**src/rtl/pwm_update_scheduler.sv**
```systemverilog
// PWM update scheduler: shadows SPI config and commits it at period edges.
// Generates the shared PWM counter and the registered channel outputs.
module pwm_update_scheduler #(
  parameter int unsigned PRESCALE = 13
) (
  input  logic        clk,
  input  logic        rst_n,
  input  logic [7:0]  en_reg_out_7_0,
  input  logic [7:0]  en_reg_out_15_8,
  input  logic [7:0]  en_reg_pwm_7_0,
  input  logic [7:0]  en_reg_pwm_15_8,
  input  logic [7:0]  pwm_duty_cycle,
  output logic [15:0] out,
  output logic        period_start,
  output logic        update_pending,
  output logic        running
);

  typedef enum logic {IDLE, RUN} state_t;

  state_t      state, state_nx;
  logic [7:0]  pre_cnt, pre_nx;
  logic [7:0]  pwm_cnt, cnt_nx;
  logic [15:0] app_out, app_out_nx;
  logic [15:0] app_pwm, app_pwm_nx;
  logic [7:0]  app_duty, app_duty_nx;
  logic [15:0] out_nx;
  logic        ps_nx;
  logic [15:0] req_out, req_pwm;
  logic        tick, wrap, load, pwm_high;

  assign req_out = {en_reg_out_15_8, en_reg_out_7_0};
  assign req_pwm = {en_reg_pwm_15_8, en_reg_pwm_7_0};

  assign tick = (pre_cnt == 8'(PRESCALE - 1));
  assign wrap = (state == RUN) && tick && (pwm_cnt == 8'hFF);
  assign load = (state == IDLE) || wrap;

  assign pwm_high = (app_duty == 8'hFF) || (pwm_cnt < app_duty);

  assign running = (state == RUN);
  assign update_pending = running &&
    ({req_out, req_pwm, pwm_duty_cycle} !=
     {app_out, app_pwm, app_duty});

  // Next state, shadow load, counters and output pattern.
  always_comb begin
    state_nx    = state;
    app_out_nx  = app_out;
    app_pwm_nx  = app_pwm;
    app_duty_nx = app_duty;
    pre_nx      = 8'd0;
    cnt_nx      = 8'd0;
    if (load) begin
      app_out_nx  = req_out;
      app_pwm_nx  = req_pwm;
      app_duty_nx = pwm_duty_cycle;
      state_nx    = (req_pwm != 16'd0) ? RUN : IDLE;
    end
    unique case (state)
      IDLE: begin
        pre_nx = 8'd0;
        cnt_nx = 8'd0;
      end
      RUN: begin
        if (state_nx == RUN) begin
          pre_nx = tick ? 8'd0 : pre_cnt + 8'd1;
          cnt_nx = tick ? pwm_cnt + 8'd1 : pwm_cnt;
        end
      end
      default: begin
        state_nx = IDLE;
      end
    endcase
    ps_nx  = load && (state_nx == RUN);
    out_nx = app_out & (~app_pwm | {16{pwm_high}});
  end

  // State, shadow config, counters and registered outputs.
  always_ff @(posedge clk or negedge rst_n) begin
    if (!rst_n) begin
      state        <= IDLE;
      pre_cnt      <= 8'd0;
      pwm_cnt      <= 8'd0;
      app_out      <= 16'd0;
      app_pwm      <= 16'd0;
      app_duty     <= 8'd0;
      out          <= 16'd0;
      period_start <= 1'b0;
    end else begin
      state        <= state_nx;
      pre_cnt      <= pre_nx;
      pwm_cnt      <= cnt_nx;
      app_out      <= app_out_nx;
      app_pwm      <= app_pwm_nx;
      app_duty     <= app_duty_nx;
      out          <= out_nx;
      period_start <= ps_nx;
    end
  end

endmodule

```
**config.mk**
```make
export PLATFORM = sky130hd
export DESIGN_NAME = pwm_update_scheduler
export DESIGN_NICKNAME = d
export VERILOG_FILES = /design/src/rtl/pwm_update_scheduler.sv
export SDC_FILE = /design/constraint.sdc
export NUM_CORES = 1
export LEC_CHECK = 0
export BUFFER_PORTS_ARGS = -buffer_cell sky130_fd_sc_hd__buf_2
export CAP_MARGIN = 15
export CORE_MARGIN = 3
export CORE_UTILIZATION = 30
export CTS_CLUSTER_SIZE = 14
export DETAILED_ROUTE_END_ITERATION = 10
export GPL_ROUTABILITY_DRIVEN = 0
export PLACE_DENSITY = 0.45
export SLEW_MARGIN = 15
export SYNTH_ARGS = -nofsm -noshare
export SYNTH_HDL_FRONTEND = slang
export SYNTH_SLANG_ARGS = --single-unit
```
**constraint.sdc**
```tcl
create_clock -name clk -period 2.8 [get_ports clk]
set_input_delay 0.28 -clock clk [delete_from_list [all_inputs] [get_ports clk]]
set_output_delay 0.28 -clock clk [all_outputs]
set_load 0.01 [all_outputs]
```
Word-level counts from Yosys, hierarchy flattened
Cells that the tools add are included.
- register bits: 74
- input port bits: 42
- output and inout bits: 19
- word-level logic and storage cells: 35
- $add $sub $neg: 2
- magnitude comparators: 1
- eq/ne operators: 5
- muxes and demuxes: 8
- bitwise gates (word level): 4
- reduce and logical (&&, ||, !) cells: 7
- operators by type and width (cell ; count):
    $ne 40x40->1 ; 1
    $mux 8 ; 4
    $pmux 8 s2 ; 2
    $add 8x1->8 const B ; 2
    $and 16x16->16 ; 1
    $eq 8x8->1 const B ; 2
    $not 16->16 ; 1
    $or 16x16->16 ; 1
    $reduce_bool 16->1 ; 1
    $eq 8x4->1 const B ; 1
    $lt 8x8->1 ; 1
    $logic_and 1x1->1 ; 4
    $ne 3x2->1 const B ; 1
    $logic_or 1x1->1 ; 2
    $mux 1 ; 2
    $not 1->1 ; 1

Longest topological paths before layout
- depth after elaboration: 7
- depth in mapped cells: 10
- mapped depth without buffers: 7

Worst setup path after synthesis
No wires, ideal clock.
- path kind: reg-to-reg
- start point: reg pre_cnt[0]
- end point: reg app_pwm[12]
- library setup time: 127 ps
- data arrival time: 1933 ps
- required time: 2673 ps
- slack: 740 ps
- cell stages (with the launch flop): 10
- path buffers: 3
- period minus slack after synthesis: 2060 ps
- cells stage by stage: dfrtp_1 inv_1 ha_1 nand4b_1 or4_1 buf_2 o21ai_2 buf_6 buf_6 mux2_1
- cells in the longest elaborated chain, start to end: 4
- RTL lines (element ; RTL line ; text):
    start: declaration ; 22 ; logic [7:0] pre_cnt, pre_nx;
    start signal: assignment ; 92 ; pre_cnt <= pre_nx;
    $eq 8x4->1 ; 35 ; assign tick = (pre_cnt == 8'(PRESCALE - 1));
    $logic_and 1x1->1 (2 in series) ; 36 ; assign wrap = (state == RUN) && tick && (pwm_cnt == 8'hFF);
    $logic_or 1x1->1 ; 37 ; assign load = (state == IDLE) || wrap;
    end signal: assignment ; 95 ; app_pwm <= app_pwm_nx;
    end: declaration ; 25 ; logic [15:0] app_pwm, app_pwm_nx;
Every way passes these cells.
A chain may end at the register's enable or synchronous reset.

Worst setup path after layout
- start point: reg app_out[4]
- end point: out update_pending
- cells in the longest elaborated chain, start to end: 2
- RTL lines (element ; RTL line ; text):
    start: declaration ; 24 ; logic [15:0] app_out, app_out_nx;
    start signal: assignment ; 94 ; app_out <= app_out_nx;
    $ne 40x40->1 ; 43 ; ({req_out, req_pwm, pwm_duty_cycle} !=
    $logic_and 1x1->1 ; 42 ; assign update_pending = running &&
    end: declaration ; 15 ; output logic update_pending,
Every way passes these cells.

==> run summary <==
Initial Utilization -> 31.58%
maximum clock rate -> 412.5 MHz
first-pass GRT wire length -> 13.86 mm
DP Wirelength -> 6.002 mm
H-Tree Depth -> 3
Ports -> 61
Leak -> 0.001971 uW
gr ovfl total -> 0
top cell type by total area after synthesis -> dfrtp_1
via-per-instance ratio -> 4.776
Tightest Pin Transition -> 0.9481 ns
Critical Path RT -> 2.52 ns
most instantiated cells after synthesis -> 74 x dfrtp_1, 41 x xor2_1, 31 x nand2_1
Fin. Hold Viols -> 0
sequential share of the synthesized area -> 52.48%
period utilisation layout -> 86.58%
type of origin of the critical path -> flip-flop
crit path kind -> flip-flop to output pin
max_cap viols -> 0
Worst Slack Setup Final -> 0.3758 ns
Placeable Area -> 11,170 um2
# setup viols final -> 0
Layout Nets -> 443
Yosys Warn Count -> 0
met1 WL -> 4.154 mm
uppermost layer routed -> met4
Synth area leaders -> dfrtp_1 52%, xor2_1 10%, mux2_2 4.5%, o21ai_0 3.7%, ha_1 3.5%
Netlist cell types -> 31
Port Buffers -> 60
crit-path max FO -> 2
worst hold path class -> input port to asynchronous set/reset pin
worst-skew pair later-pin latency -> 0.33 ns
clock root buffer -> clkbuf_16
Setup TNS -> 0 ns
Post-synth ARST share -> 100.0%
Critical Path End Type -> output pin
TritonRoute pass-1 iters -> 4
initial antenna violation count -> 0
Met2 Wirelength -> 3.803 mm
EDFF count, synth -> 0
Synth Area per Inst -> 10.76 um2
Antenna diodes -> 0
number of buffers created by CTS -> 9
largest net degree at the start of global routing -> 75
via count of the routed design -> 2,560
Antenna Nets Post-Route -> 0
overall routed net length -> 8.491 mm
count of pins over their slew limit -> 0
postcts setup bufs -> 0
Met3 Routed Length -> 451 um
maximum vdd drop -> 0.0002430 V
Iter 0 DRT Violations -> 169
synthesized flop and latch total -> 74
Main synth FF type -> dfrtp_1
share of layout cells above drive strength 1 -> 24.24%
Syn Nets -> 380
clk buf depth -> 2
Die Wd -> 114.5 um
total track usage -> 13.71%
dpl ws -> 0.5259 ns
clock slew at reported path FFs -> 0.06 ns
synthesized cell area -> 3528 um2
die height -> 114.5 um
vias in the first global route -> 2,668
critical path arrival -> 2.14 ns
Resize count post-CTS -> 0
relative slew slack -> 36.80%
post-synth top area share -> 52.48%
Pwr per Cell Area -> 551.7 nW/um2
final critical-path required period -> 2.424 ns
Post-route DRC -> 0
sinks on the clock net -> 74
clk_skew -> 0.006910 ns
status -> finished clean
FP Rows -> 38
die area -> 13,100 um2
synthesized instance count -> 328
most common cell in the netlist -> dfrtp_1
P&R area growth vs syn -> 21.81%
unrepaired setup endpoints after global routing -> no
wire per inst -> 15.84 um
TritonCTS clock tree -> done
hold buffers post-CTS -> 0
-- placed cells by master (no fill, tap or decap), types with 4 or more instances in the layout --
cell type	instances
ha_1	10
and3_1	4
and2_1	4
nand4_1	12
nand2_1	31
o21ai_0	26
buf_4	4
xnor2_1	11
mux2_2	14
xor2_1	41
nor2_1	15
a31oi_1	16
nor4_1	12
clkbuf_16	9
buf_2	59
inv_1	25
dfrtp_1	74
-- cell families (layout without fill, tap and decap cells) --
family | after synthesis | count (layout) | share of synthesized area [%]
AO/OA/AOI/OAI | 53 | 53 | 8.972
buffers and inverters | 37 | 105 | 4.787
multiplexers | 17 | 17 | 5.425
flip-flops | 74 | 74 | 52.48
adder cells (fa/ha/maj) | 10 | 10 | 3.546
AND/OR/NAND/NOR | 85 | 85 | 11.88
XOR/XNOR | 52 | 52 | 12.91
-- cell type report --
class	instances	area [um2]
tap	140	175.2
clock inverter	6	72.57
multi-input combinational	217	1520
timing repair buffer	64	345.3
clock buffer	10	239.0
sequential	74	1852
inverter	25	93.84
fill	1096	6875
-- worst max-delay path, cell delays in order, from the launching register on --
cell	delay [ns]
dfrtp_1	0.39
xor2_1	0.17
nor4_1	0.56
nand4_1	0.15
o41a_1	0.38
buf_2	0.16
-- report_power, final --
group / switching, uW / internal, uW
sequential: 0 / 1070
combinational: 62.5 / 36.6
clock: 479 / 724
-- sequential cells by signal, indices dropped and copies added, names as in the netlist --
name          flops
app_out          16
app_pwm          16
out              16
app_duty          8
pre_cnt           8
pwm_cnt           8
period_start      1
running           1
-- layer usage --
| layer | vias up | global-route usage (%) |
|---|---|---|
| met2 | 52 | 21.27 |
| li1 | 1253 | - |
| met5 | - | 0 |
| met3 | 8 | 3.066 |
| met4 | 0 | 4.355 |
| met1 | 1247 | 19.04 |
-- stage by stage --
| stage | std cells | hold slack, ns | area [um2] | utilization (%) | total power, uW |
|---|---|---|---|---|---|
| 2_1_floorplan | 328 | -0.01559 | 3528 | - | 1112 |
| 3_3_place_gp | 520 | 0.4840 | 3986 | 35.68 | 1193 |
| 3_5_place_dp | 520 | 0.4843 | 3986 | 35.68 | 1192 |
| 4_1_cts | 536 | 0.1456 | 4298 | 38.47 | 2405 |
| 5_1_grt | 536 | 0.1753 | 4298 | 38.47 | 2465 |
| 6_report | 536 | 0.08775 | 4298 | 38.47 | 2371 |
-- path summary, 6_finish.rpt --
kind | end | start | cells past startpoint | slack, ns
min | out[4] | rst_n | 1 | 0.09
min reg2reg | out[7] | app_pwm[7] | 1 | 0.49
max | update_pending | app_out[4] | 5 | 0.38
max in group asynchronous | app_duty[3] | rst_n | 1 | 2.09
max reg2reg | app_pwm[6] | pre_cnt[0] | 7 | 0.50
min in group clk | app_out[15] | en_reg_out_15_8[7] | 3 | 0.18
No activity file was read; power rests on OpenSTA's default activity.
